### src/rtl/fetch_pkg.sv
// Shared fetch-stage definitions: FSM state type and the instruction constants
// that decode/control also match against.
package fetch_pkg;

  localparam int PC_W    = 32;
  localparam int INSTR_W = 16;
  localparam int IFID_W  = INSTR_W + PC_W + 1;

  localparam logic [INSTR_W-1:0] NOP_INSTR = 16'h0000;
  localparam logic [INSTR_W-1:0] INT_INSTR = 16'hF800;
  localparam logic [PC_W-1:0]    BOOT_ADDR = 32'd0;

  typedef enum logic [1:0] {
    BOOT_HI,
    BOOT_LO,
    RUN,
    INT_WAIT
  } fetch_state_t;

endpackage

### src/rtl/var_reg.sv
// Generic load-enabled register with synchronous active-high clear.
module var_reg #(
  parameter int SIZE = 49
) (
  input  logic            clk,
  input  logic            reset,
  input  logic            en,
  input  logic [SIZE-1:0] d,
  output logic [SIZE-1:0] q
);

  always_ff @(posedge clk) begin
    if (reset)   q <= '0;
    else if (en) q <= d;
  end

endmodule

### src/rtl/fetch_stage.sv
// Instruction fetch: boots PC from a two-word vector, then fetches one word per
// cycle into IF/ID with stall/flush/redirect handling and interrupt injection.
module fetch_stage
  import fetch_pkg::*;
#(
  parameter int                  PC_W      = fetch_pkg::PC_W,
  parameter int                  INSTR_W   = fetch_pkg::INSTR_W,
  parameter logic [INSTR_W-1:0]  NOP_INSTR = fetch_pkg::NOP_INSTR,
  parameter logic [INSTR_W-1:0]  INT_INSTR = fetch_pkg::INT_INSTR,
  parameter logic [PC_W-1:0]     BOOT_ADDR = fetch_pkg::BOOT_ADDR
) (
  input  logic               clk,
  input  logic               reset,
  input  logic               interrupt,
  input  logic               stall,
  input  logic               flush,
  input  logic               jump_taken,
  input  logic [PC_W-1:0]    jump_target,
  input  logic               pc_choose_memory,
  input  logic [PC_W-1:0]    mem_pc,
  output logic [PC_W-1:0]    imem_addr,
  input  logic [INSTR_W-1:0] imem_data,
  output logic [INSTR_W-1:0] instruction,
  output logic [PC_W-1:0]    PC,
  output logic               interrupt_signal
);

  localparam int W = INSTR_W + PC_W + 1;

  fetch_state_t       state_q, state_d;
  logic [PC_W-1:0]    pc_q, pc_d, pc_inc;
  logic [INSTR_W-1:0] hi_q, hi_d;
  logic               int_pending_q, inject;

  logic               ifid_en;
  logic [INSTR_W-1:0] instr_p0;
  logic [PC_W-1:0]    pc_p0;
  logic               int_p0;
  logic [W-1:0]       ifid_p1;

  assign pc_inc = pc_q + PC_W'(1);

  always_comb begin
    case (state_q)
      BOOT_HI: imem_addr = BOOT_ADDR;
      BOOT_LO: imem_addr = BOOT_ADDR + PC_W'(1);
      default: imem_addr = pc_q;
    endcase
  end

  always_comb begin
    state_d  = state_q;
    pc_d     = pc_q;
    hi_d     = hi_q;
    inject   = 1'b0;
    ifid_en  = 1'b1;
    instr_p0 = NOP_INSTR;
    pc_p0    = '0;
    int_p0   = 1'b0;
    case (state_q)
      BOOT_HI: begin
        hi_d    = imem_data;
        state_d = BOOT_LO;
      end
      BOOT_LO: begin
        pc_d    = PC_W'({hi_q, imem_data});
        state_d = RUN;
      end
      RUN: begin
        if (pc_choose_memory) begin
          pc_d = mem_pc;
        end else if (jump_taken) begin
          pc_d = jump_target;
        end else if (stall) begin
          // A flush during a stall still squashes IF/ID; the PC stays put.
          ifid_en = flush;
        end else if (flush) begin
          pc_d = pc_inc;
        end else if (int_pending_q) begin
          inject   = 1'b1;
          instr_p0 = INT_INSTR;
          pc_p0    = pc_q;
          int_p0   = 1'b1;
          state_d  = INT_WAIT;
        end else begin
          instr_p0 = imem_data;
          pc_p0    = pc_inc;
          pc_d     = pc_inc;
        end
      end
      INT_WAIT: begin
        // Bubbles only, so the injected entry is never seen twice by decode.
        if (pc_choose_memory) begin
          pc_d    = mem_pc;
          state_d = RUN;
        end
      end
      default: state_d = BOOT_HI;
    endcase
  end

  always_ff @(posedge clk) begin
    if (reset) begin
      state_q       <= BOOT_HI;
      pc_q          <= '0;
      hi_q          <= '0;
      int_pending_q <= 1'b0;
    end else begin
      state_q       <= state_d;
      pc_q          <= pc_d;
      hi_q          <= hi_d;
      int_pending_q <= interrupt | (int_pending_q & ~inject);
    end
  end

  // IF/ID boundary
  var_reg #(.SIZE(W)) u_ifid (
    .clk   (clk),
    .reset (reset),
    .en    (ifid_en),
    .d     ({instr_p0, pc_p0, int_p0}),
    .q     (ifid_p1)
  );

  assign {instruction, PC, interrupt_signal} = ifid_p1;

endmodule

### config.mk
export PLATFORM = sky130hd
export DESIGN_NAME = fetch_stage
export DESIGN_NICKNAME = d
export VERILOG_FILES = /design/src/rtl/fetch_pkg.sv /design/src/rtl/var_reg.sv /design/src/rtl/fetch_stage.sv
export SDC_FILE = /design/constraint.sdc
export NUM_CORES = 1
export LEC_CHECK = 0
export BUFFER_PORTS_ARGS = -buffer_cell sky130_fd_sc_hd__clkbuf_2
export CAP_MARGIN = 25
export CORE_MARGIN = 2
export CORE_UTILIZATION = 58
export CTS_CLUSTER_SIZE = 25
export DETAILED_ROUTE_END_ITERATION = 8
export PLACE_DENSITY = 0.88
export SLEW_MARGIN = 0
export SYNTH_ARGS = -nofsm -noshare
export SYNTH_HDL_FRONTEND = slang
export SYNTH_HIERARCHICAL = 1
export SYNTH_SLANG_ARGS = --single-unit
### constraint.sdc
create_clock -name clk -period 7.67 [get_ports clk]
set_clock_uncertainty 0.2 [all_clocks]
set_input_delay 1.534 -clock clk [delete_from_list [all_inputs] [get_ports clk]]
set_output_delay 1.534 -clock clk [all_outputs]
set_load 0.01 [all_outputs]
==> results.yml, run 1 <==
route:
  viasPerCell: 6.278
  routed.top_layer: "met4"
  drtAntennaViolNets: 0
  wl_met1_um: 8024
  dr_wl_met2_um: 9183
  wl_um: 20710
  drt_first_pass_iters: 9
  wl_per_cell_um: 18.73
  drt_iter0_drc: 806
  drc: 0
  vias: 6944
  wl_met3_um: 2614
timing:
  setup_violations: 0
  slew_viol_final: 0
  tightestPinTransition_ps: 1073
  period_share_pct: 51.87
  rsz0062_at_grt: "false"
  fin_hold_ws_ps: 262.4
  fin_crit_ps: 3979
  slew_headroom_pct: 28.28
  timing.fmax_mhz: 251.3
  tns_ps: 0
  final-hold-violation-count: 0
synthesis:
  ys_seq_area_share_pct: 31.57
  syn_area_um2: 6341
  synthTopCellsByArea: "dfxtp_1 (32%), nor2_1 (9.5%), mux2i_1 (9.2%), and2_1 (4.1%), nand2_1 (4.0%)"
  ys_warn_count: 6
  synthFlopType: "dfxtp_1"
  synth-seq-cells: 100
  syn_avg_cell_area_um2: 7.522
  synth_top_cell_area_share_pct: 31.57
  yosys-top-cells-count: "nor2_1 (160), dfxtp_1 (100), nand2_1 (68)"
  syn-num-nets: 931
  synth.largest_area_cell: "dfxtp_1"
  ys_types: 70
  synth_edf_count: 0
  synthCells: 843
  synthMostInstantiatedCell: "nor2_1"
  ys_async_sr_fraction_pct: 0
power_and_ir_drop:
  internal_power_uw: 891.6
  p_sw_uw: 451.0
  p_per_area_nw_per_um2: 182.4
  power_frac_comb_pct: 22.6
  leakage_uw: 0.003320
  ir_drop_mv: 0.1447
  pwr-share-clk_pct: 30.3
  seq_power_share_pct: 47.0
  swShare_pct: 33.59
  total_power_uw: 1343
floorplanning:
  coreArea_um2: 10750
  pin_count: 168
  die_h_um: 108.6
  dieArea_um2: 11790
  start_util_pct: 59.01
  die_w_um: 108.6
  rows: 38
min_path:
  hp-class: "flop to flop"
worst_setup_path:
  crit_path_max_fanout: 41
  required_ps: 7770
  crit_type: "input port to flop"
  endpoint_kind: "flop"
  cp-start-kind: "input port"
  critPathArrivalTime_ps: 4080
cells_and_area:
  fillCellCount: 948
  regArea_um2: 2003
  nets: 1050
  drive_gt1_share_pct: 21.84
  multi_input_area_um2: 3955
  num_antenna_cells: 0
  area_growth_pct: 16.08
grt:
  grt_overflow_total: 0
  grt_pass1_wl_um: 32190
  antenna_found_initial: 0
  grt_pass1_vias: 6060
  grt.total_usage_pct: 35.47
  grt_max_degree: 58
clocking:
  cts_resized: 0
  cts_tree: "built"
  clock_latency_ps: 370
  clock-sinks: 100
  htreeDepth: 3
  post_cts_buffers: 0
  cts_hold_buf: 0
  root_buffer: "clkbuf_8"
  path_clk_slew_ps: 100
  cts_buffer_depth: 2
  cts_buffers: 9
placed_design:
  place.gp.congestion: 0.9671
  dp_hpwl_um: 15280
  io_buffer_count: 167
status:
  status: "complete, no violations"
run:
  cap_violations: 0
power groups by stage:
stage	registers [µW]	clock network, µW	logic (µW)
finish	631	407	304
global route	636	430	331
CTS	626	411	294
detailed placement	638	0	292
global placement	637	0	286
floorplan	592	0	233
cells by family after synthesis:
logic type                 after synthesis  share of synthesized area [%]
adders and majority gates                1                         0.1973
buffers and inverters                   87                          6.097
xor gates and xnor gates                33                          4.558
AOI/OAI and AO/OA                      167                          17.40
and+or+nand+nor                        397                          31.02
muxes                                   58                          9.156
DFF                                    100                          31.57
final timing paths:
path	startpoint	to	slack (ps)	cells after the start
setup / recovery	jump_taken	u_ifid/q[35]	3690	8
hold / removal	hi_q[7]	hi_q[7]	260	2
setup reg to reg	state_q[1]	u_ifid/q[35]	3830	8
hold reg to reg	hi_q[7]	hi_q[7]	260	2
flip-flops by register name, indices dropped and copies added, names as in the netlist:
name           flops
hi_q              16
int_pending_q      1
pc_q              32
state_q            2
u_ifid/q          49
final cells by class:
cell class | instances | share of cell area (%)
multi-input cells | 656 | 53.73
flip-flops and latches | 100 | 27.21
repair buffers | 180 | 12.70
well taps | 140 | 2.380
clock buffers | 9 | 1.683
clock inverters | 6 | 1.530
inverters | 15 | 0.7649
routing by layer:
layer | global-route usage [%] | vias to the layer above
li1 | - | 3234
met1 | 46.80 | 3110
met2 | 55.63 | 528
met3 | 8.017 | 72
met4 | 15.29 | 0
met5 | 0 | -
worst max-delay path, stage by stage:
cell and delay, ps:
clkbuf_2 230, or4b_1 760, or3_1 380, buf_4 260, nor2_1 460, and2_1 210
mux2i_1 80, nor2_1 140
layout by cell type (no fill, tap or decap), types with 3 or more instances in the layout:
| master | count |
|---|---|
| clkbuf_2 | 167 |
| nor2_1 | 160 |
| dfxtp_1 | 99 |
| nand2_1 | 67 |
| mux2i_1 | 58 |
| and2_1 | 42 |
| a21oi_1 | 39 |
| o21ai_0 | 27 |
| nand3_1 | 26 |
| xnor2_1 | 20 |
| nand4_1 | 20 |
| nor3_1 | 16 |
| o22ai_1 | 15 |
| inv_1 | 15 |
| nor4_1 | 14 |
| a211oi_1 | 14 |
| xor2_1 | 13 |
| buf_4 | 11 |
| a311oi_1 | 9 |
| o211ai_1 | 9 |
| clkbuf_8 | 9 |
| a31oi_1 | 8 |
| and4_1 | 7 |
| o31ai_1 | 6 |
| nor2b_1 | 5 |
| or3_1 | 5 |
| and3_1 | 5 |
| nand2b_1 | 5 |
| a211o_1 | 4 |
| or4_1 | 4 |
| a22o_1 | 4 |
| a22oi_1 | 4 |
| o21ai_1 | 3 |
| a21o_1 | 3 |
| or4b_1 | 3 |
| o221ai_1 | 3 |
| bufinv_16 | 3 |
metrics by stage:
stage | util, % | setup slack, ps | cell area, µm² | instances
2_1_floorplan | - | 4200 | 6341 | 843
3_3_place_gp | 66.01 | 3474 | 7093 | 1087
3_5_place_dp | 66.12 | 3379 | 7104 | 1088
4_1_cts | 68.32 | 3739 | 7341 | 1103
5_1_grt | 68.50 | 3567 | 7361 | 1106
6_report | 68.50 | 3691 | 7361 | 1106
No activity file was read; power rests on OpenSTA's default activity.
==> run 2, diff against run 1 <==
Settings changed: CORE_UTILIZATION 58 to 54, PLACE_DENSITY 0.88 to 0.83.
Clock period 7.67 ns to 4 ns, I/O delays scaled along.
==> results.yml, run 2 (synthesized netlist as in run 1, its figures left out) <==
cells_and_area:
  post-route-util_pct: 65.52
  reg.largest.list: "u_ifid/q x49, pc_q x32, hi_q x16"
  area_growth_pct: 17.98
  layout_commonest_cell: "clkbuf_2"
  final_cells: 1115
  drive_gt1_share_pct: 22.33
  num_antenna_cells: 0
  nets: 1057
  largest_register: "u_ifid/q"
  final_cell_mix: "clkbuf_2 (167), nor2_1 (160), dfxtp_1 (99), nand2_1 (67), mux2i_1 (58)"
  largest_register_ffs: 49
worst_setup_path:
  critPathArrivalTime_ps: 3170
  crit_family: "simple AND/OR/NAND/NOR gates"
  startpoint: "pc_q[0]"
  rr_startpoint: "pc_q[0]"
  cp_common_cell: "nand3_1"
  crit_slowest_cell: "nor4_1"
  cp_cell_sequence: "ha_1 > nand3_1 > nor4_1 > nand3_1 > xor2_1 > o22ai_1"
  slowest_delay_ps: 1050
  cp-start-kind: "flop"
  timing.critical_path.buf_inv: 0
  required_ps: 4070
  crit_path_max_fanout: 9
  crit_type: "flop to flop"
  endpoint_kind: "flop"
timing:
  slew_headroom_pct: 25.33
  rsz0062_at_grt: "false"
  tightestPinTransition_ps: 1110
  fin_crit_ps: 3103
  period_share_pct: 77.56
  timing.fmax_mhz: 322.3
  setup_slack_ps: 897.4
  fin_hold_ws_ps: 253.4
  slew_viol_final: 0
  tns_ps: 0
  final-hold-violation-count: 0
  setup_violations: 0
clocking:
  cts_tree: "built"
  clock-sinks: 100
  path_clk_slew_ps: 70
  clock_latency_ps: 350
  htreeDepth: 3
  post_cts_buffers: 0
  root_buffer: "clkbuf_16"
  cts_buffer_depth: 2
  cts_hold_buf: 0
  cts_buffers: 9
  cts_resized: 0
power_and_ir_drop:
  ir_drop_mv: 0.2610
  p_per_area_nw_per_um2: 366.1
  leakage_uw: 0.003382
run:
  cap_violations: 0
route:
  wl_per_cell_um: 18.81
  drt_first_pass_iters: 6
  drt_iter0_drc: 775
  vias: 7006
  drtAntennaViolNets: 0
  drc: 0
  wl_um: 20970
  viasPerCell: 6.283
floorplanning:
  rows: 39
  start_util_pct: 55.53
  die_w_um: 112.4
  coreArea_um2: 11420
  pin_count: 168
  dieArea_um2: 12630
  die_h_um: 112.4
placed_design:
  dp_cells: 1100
  io_buffer_count: 167
  dp_hpwl_um: 15220
  dp_slack_ps: 650.1
  place.gp.congestion: 0.9344
grt:
  grt_overflow_total: 0
  grt_max_degree: 93
  grt_pass1_wl_um: 32910
  grt_pass1_vias: 6195
  grt.total_usage_pct: 32.39
  antenna_found_initial: 0
status:
  status: "complete, no violations"
min_path:
  hp-class: "flop to flop"
  hp-start: "hi_q[7]"
## run 2: cell types whose count changed in the layout (fill, tap and decap cells not counted)
cell,previous run,this run
inv_6,1,0
buf_4,11,19
clkbuf_8,9,0
bufinv_16,3,2
buf_6,1,0
clkinv_2,1,2
clkbuf_16,0,9
## run 2: layout make-up
class	count	area, µm²
Multi-Input combinational cell	656	3955
Inverter	15	56.30
Timing Repair Buffer	187	983.4
Tap cell	143	178.9
Fill cell	1012	3938
Sequential cell	100	2003
Clock buffer	9	225.2
Clock inverter	5	78.83
## run 2: worst reg2reg max path: cells and delay by family (launching register included)
family	cells	cell delay, ps
fa+ha+maj	1	260
compound gates	1	170
flops	1	520
simple gates	3	1680
xor+xnor	1	210
## run 2: metrics by stage
step	area (µm²)	total power, µW
6_report	7481	2739
5_1_grt	7481	2840
4_1_cts	7476	2710
3_5_place_dp	7172	1801
3_3_place_gp	7172	1788
2_1_floorplan	6341	1583
## run 2: worst paths after layout
path,to,slack [ps],depth (start not counted)
max,pc_q[28],900,6
min,hi_q[7],250,2
max reg2reg,pc_q[28],900,6
min reg2reg,hi_q[7],250,2
## run 2: per-layer routing
layer	vias up	wire [µm]	track usage (%)	share of wire [%]
met5	-	0	0	0
met4	0	1046	15.20	5.0
met3	78	2401	6.263	11
met2	501	8956	48.59	43
met1	3184	8564	45.02	41
li1	3243	-	-	-
## run 2: where the power goes
part | leakage (µW) | internal (µW) | switching, µW | total [µW]
clock network | 0.000151 | 541 | 391 | 932
logic | 0.00241 | 236 | 366 | 602
registers | 0.000816 | 1070 | 139 | 1210
total | 0.00338 | 1840 | 895 | 2740
==> run 3, diff against run 2 <==
Settings changed: ABC_AREA set to 1, CORE_UTILIZATION 54 to 55.
Clock period 4 ns to 2.9 ns, I/O delays scaled along.
==> results.yml, run 3 <==
clocking:
  post_cts_buffers: 0
  cts_resized: 0
  cts_buffers: 9
  htreeDepth: 3
  path_clk_slew_ps: 80
  clock_latency_ps: 350
  clock-sinks: 100
  root_buffer: "clkbuf_16"
  cts_buffer_depth: 2
  cts_tree: "built"
  cts_hold_buf: 0
floorplanning:
  rows: 40
  die_w_um: 115.8
  coreArea_um2: 12110
  dieArea_um2: 13400
  start_util_pct: 56.71
  die_h_um: 115.8
  pin_count: 168
run:
  cap_violations: 0
synthesis:
  synth_top_cell_area_share_pct: 29.14
  synth.largest_area_cell: "dfxtp_1"
  synthCells: 1211
  ys_seq_area_share_pct: 29.14
  synthMostInstantiatedCell: "nand2_1"
  yosys-top-cells-count: "nand2_1 (361), nor2_1 (226), inv_1 (139)"
  synthFlopType: "dfxtp_1"
  synth-seq-cells: 100
  ys_async_sr_fraction_pct: 0
  syn-num-nets: 1299
  ys_warn_count: 6
  ys_types: 37
  syn_area_um2: 6869
  synthTopCellsByArea: "dfxtp_1 (29%), nand2_1 (20%), nor2_1 (12%), inv_1 (7.6%), a21oi_1 (6.1%)"
  synth_edf_count: 0
  syn_avg_cell_area_um2: 5.672
timing:
  slew_viol_final: 0
  setup_violations: 0
  slew_headroom_pct: 46.43
  tns_ps: 0
  final-hold-violation-count: 0
  tightestPinTransition_ps: 803.5
  timing.fmax_mhz: 399.8
  period_share_pct: 86.25
  rsz0062_at_grt: "false"
  fin_crit_ps: 2501
cells_and_area:
  num_antenna_cells: 0
  layout_commonest_cell: "nand2_1"
  nets: 1434
  largest_register: "u_ifid/q"
  fillCellCount: 1207
  final_cells: 1519
  reg.largest.list: "u_ifid/q x49, pc_q x32, hi_q x16"
  regArea_um2: 2003
  area_growth_pct: 18.69
  largest_register_ffs: 49
  final_cell_mix: "nand2_1 (360), nor2_1 (225), clkbuf_2 (167), inv_1 (139), dfxtp_1 (99)"
  drive_gt1_share_pct: 19.76
  multi_input_area_um2: 4034
route:
  wl_um: 23120
  drtAntennaViolNets: 0
  viasPerCell: 5.305
  wl_per_cell_um: 15.22
  drt_iter0_drc: 855
  drc: 0
  vias: 8058
  drt_first_pass_iters: 5
worst_setup_path:
  cp-start-kind: "flop"
  endpoint_kind: "output port"
  crit_path_max_fanout: 32
  rrSetupSlack_ps: 490
  required_ps: 2120
  critPathArrivalTime_ps: 1720
  crit_type: "flop to output port"
power_and_ir_drop:
  p_per_area_nw_per_um2: 501.3
  total_power_uw: 4087
  leakage_uw: 0.004319
  ir_drop_mv: 0.3543
grt:
  grt_overflow_total: 0
  grt.total_usage_pct: 34.06
  grt_pass1_vias: 7115
  antenna_found_initial: 0
  grt_max_degree: 50
  grt_pass1_wl_um: 35380
min_path:
  hp-class: "input port to flop"
placed_design:
  io_buffer_count: 167
  dp_hpwl_um: 17490
  dp_cells: 1503
  place.gp.congestion: 1.000
status:
  status: "complete, no violations"
-- run 3: changes by cell type after synthesis, moves of 18 or more --
cell     delta
a21oi_1    +45
and2_1     -42
inv_1     +124
mux2i_1    -58
nand2_1   +293
nand4_1    -20
nor2_1     +66
o21ai_0    +56
or2_2      +19
xnor2_1    -18
-- run 3: final cells by class --
cell class,count,area share (%)
well taps,168,2.578
multi-input cells,901,49.48
repair buffers,190,12.83
clock buffers,10,2.931
inverters,144,6.630
flip-flops and latches,100,24.57
clock inverters,6,0.9822
-- run 3: per-stage QoR --
step | setup slack [ps] | hold slack, ps | util, % | cell area, µm²
2_1_floorplan | 926.5 | 229.2 | - | 6869
3_3_place_gp | 548.6 | 245.3 | 64.68 | 7834
3_5_place_dp | 544.7 | 249.8 | 64.68 | 7834
4_1_cts | 433.2 | 251.0 | 67.31 | 8153
5_1_grt | 327.3 | 260.6 | 67.31 | 8153
6_report | 398.7 | 252.9 | 67.31 | 8153
-- run 3: path summary, 6_finish.rpt --
kind / to / start / depth (start not counted)
hold / removal: int_pending_q / interrupt / 3
setup / recovery: imem_addr[9] / state_q[1] / 5
hold reg to reg: hi_q[3] / hi_q[3] / 2
setup reg to reg: pc_q[29] / pc_q[8] / 11
-- run 3: power by group --
| part | internal, µW | switching [µW] | leakage (µW) |
|---|---|---|---|
| sequential | 1510 | 210 | 0.000819 |
| clock | 708 | 576 | 0.000152 |
| combinational | 389 | 694 | 0.00335 |
-- run 3: layer usage --
layer  share of wire (%)  global-route usage (%)  vias up  wire length, µm
met5                   0                       0        -                0
met4                 4.0                   14.13        0              920
met3                  10                   4.603       54             2329
met2                  45                   54.04      439            10300
met1                  41                   46.81     3554             9573
li1                    -                       -     4011                -
-- run 3: worst max-delay path: stages, from the launching register on --
cell,delay (ps)
dfxtp_2,340
buf_4,320
buf_4,370
nand2_1,130
inv_1,70
clkbuf_2,120
-- run 3: cells by family (layout without fill, tap and decap cells) --
| kind of cell | after synthesis | after routing | synth area share, % |
|---|---|---|---|
| AO/OA/AOI/OAI | 204 | 204 | 15.88 |
| XOR/XNOR | 12 | 12 | 1.640 |
| adder cells (fa/ha/maj) | 1 | 1 | 0.1821 |
| buffers and inverters | 210 | 350 | 12.29 |
| flip-flops | 100 | 100 | 29.14 |
| AND/OR/NAND/NOR | 684 | 684 | 40.86 |
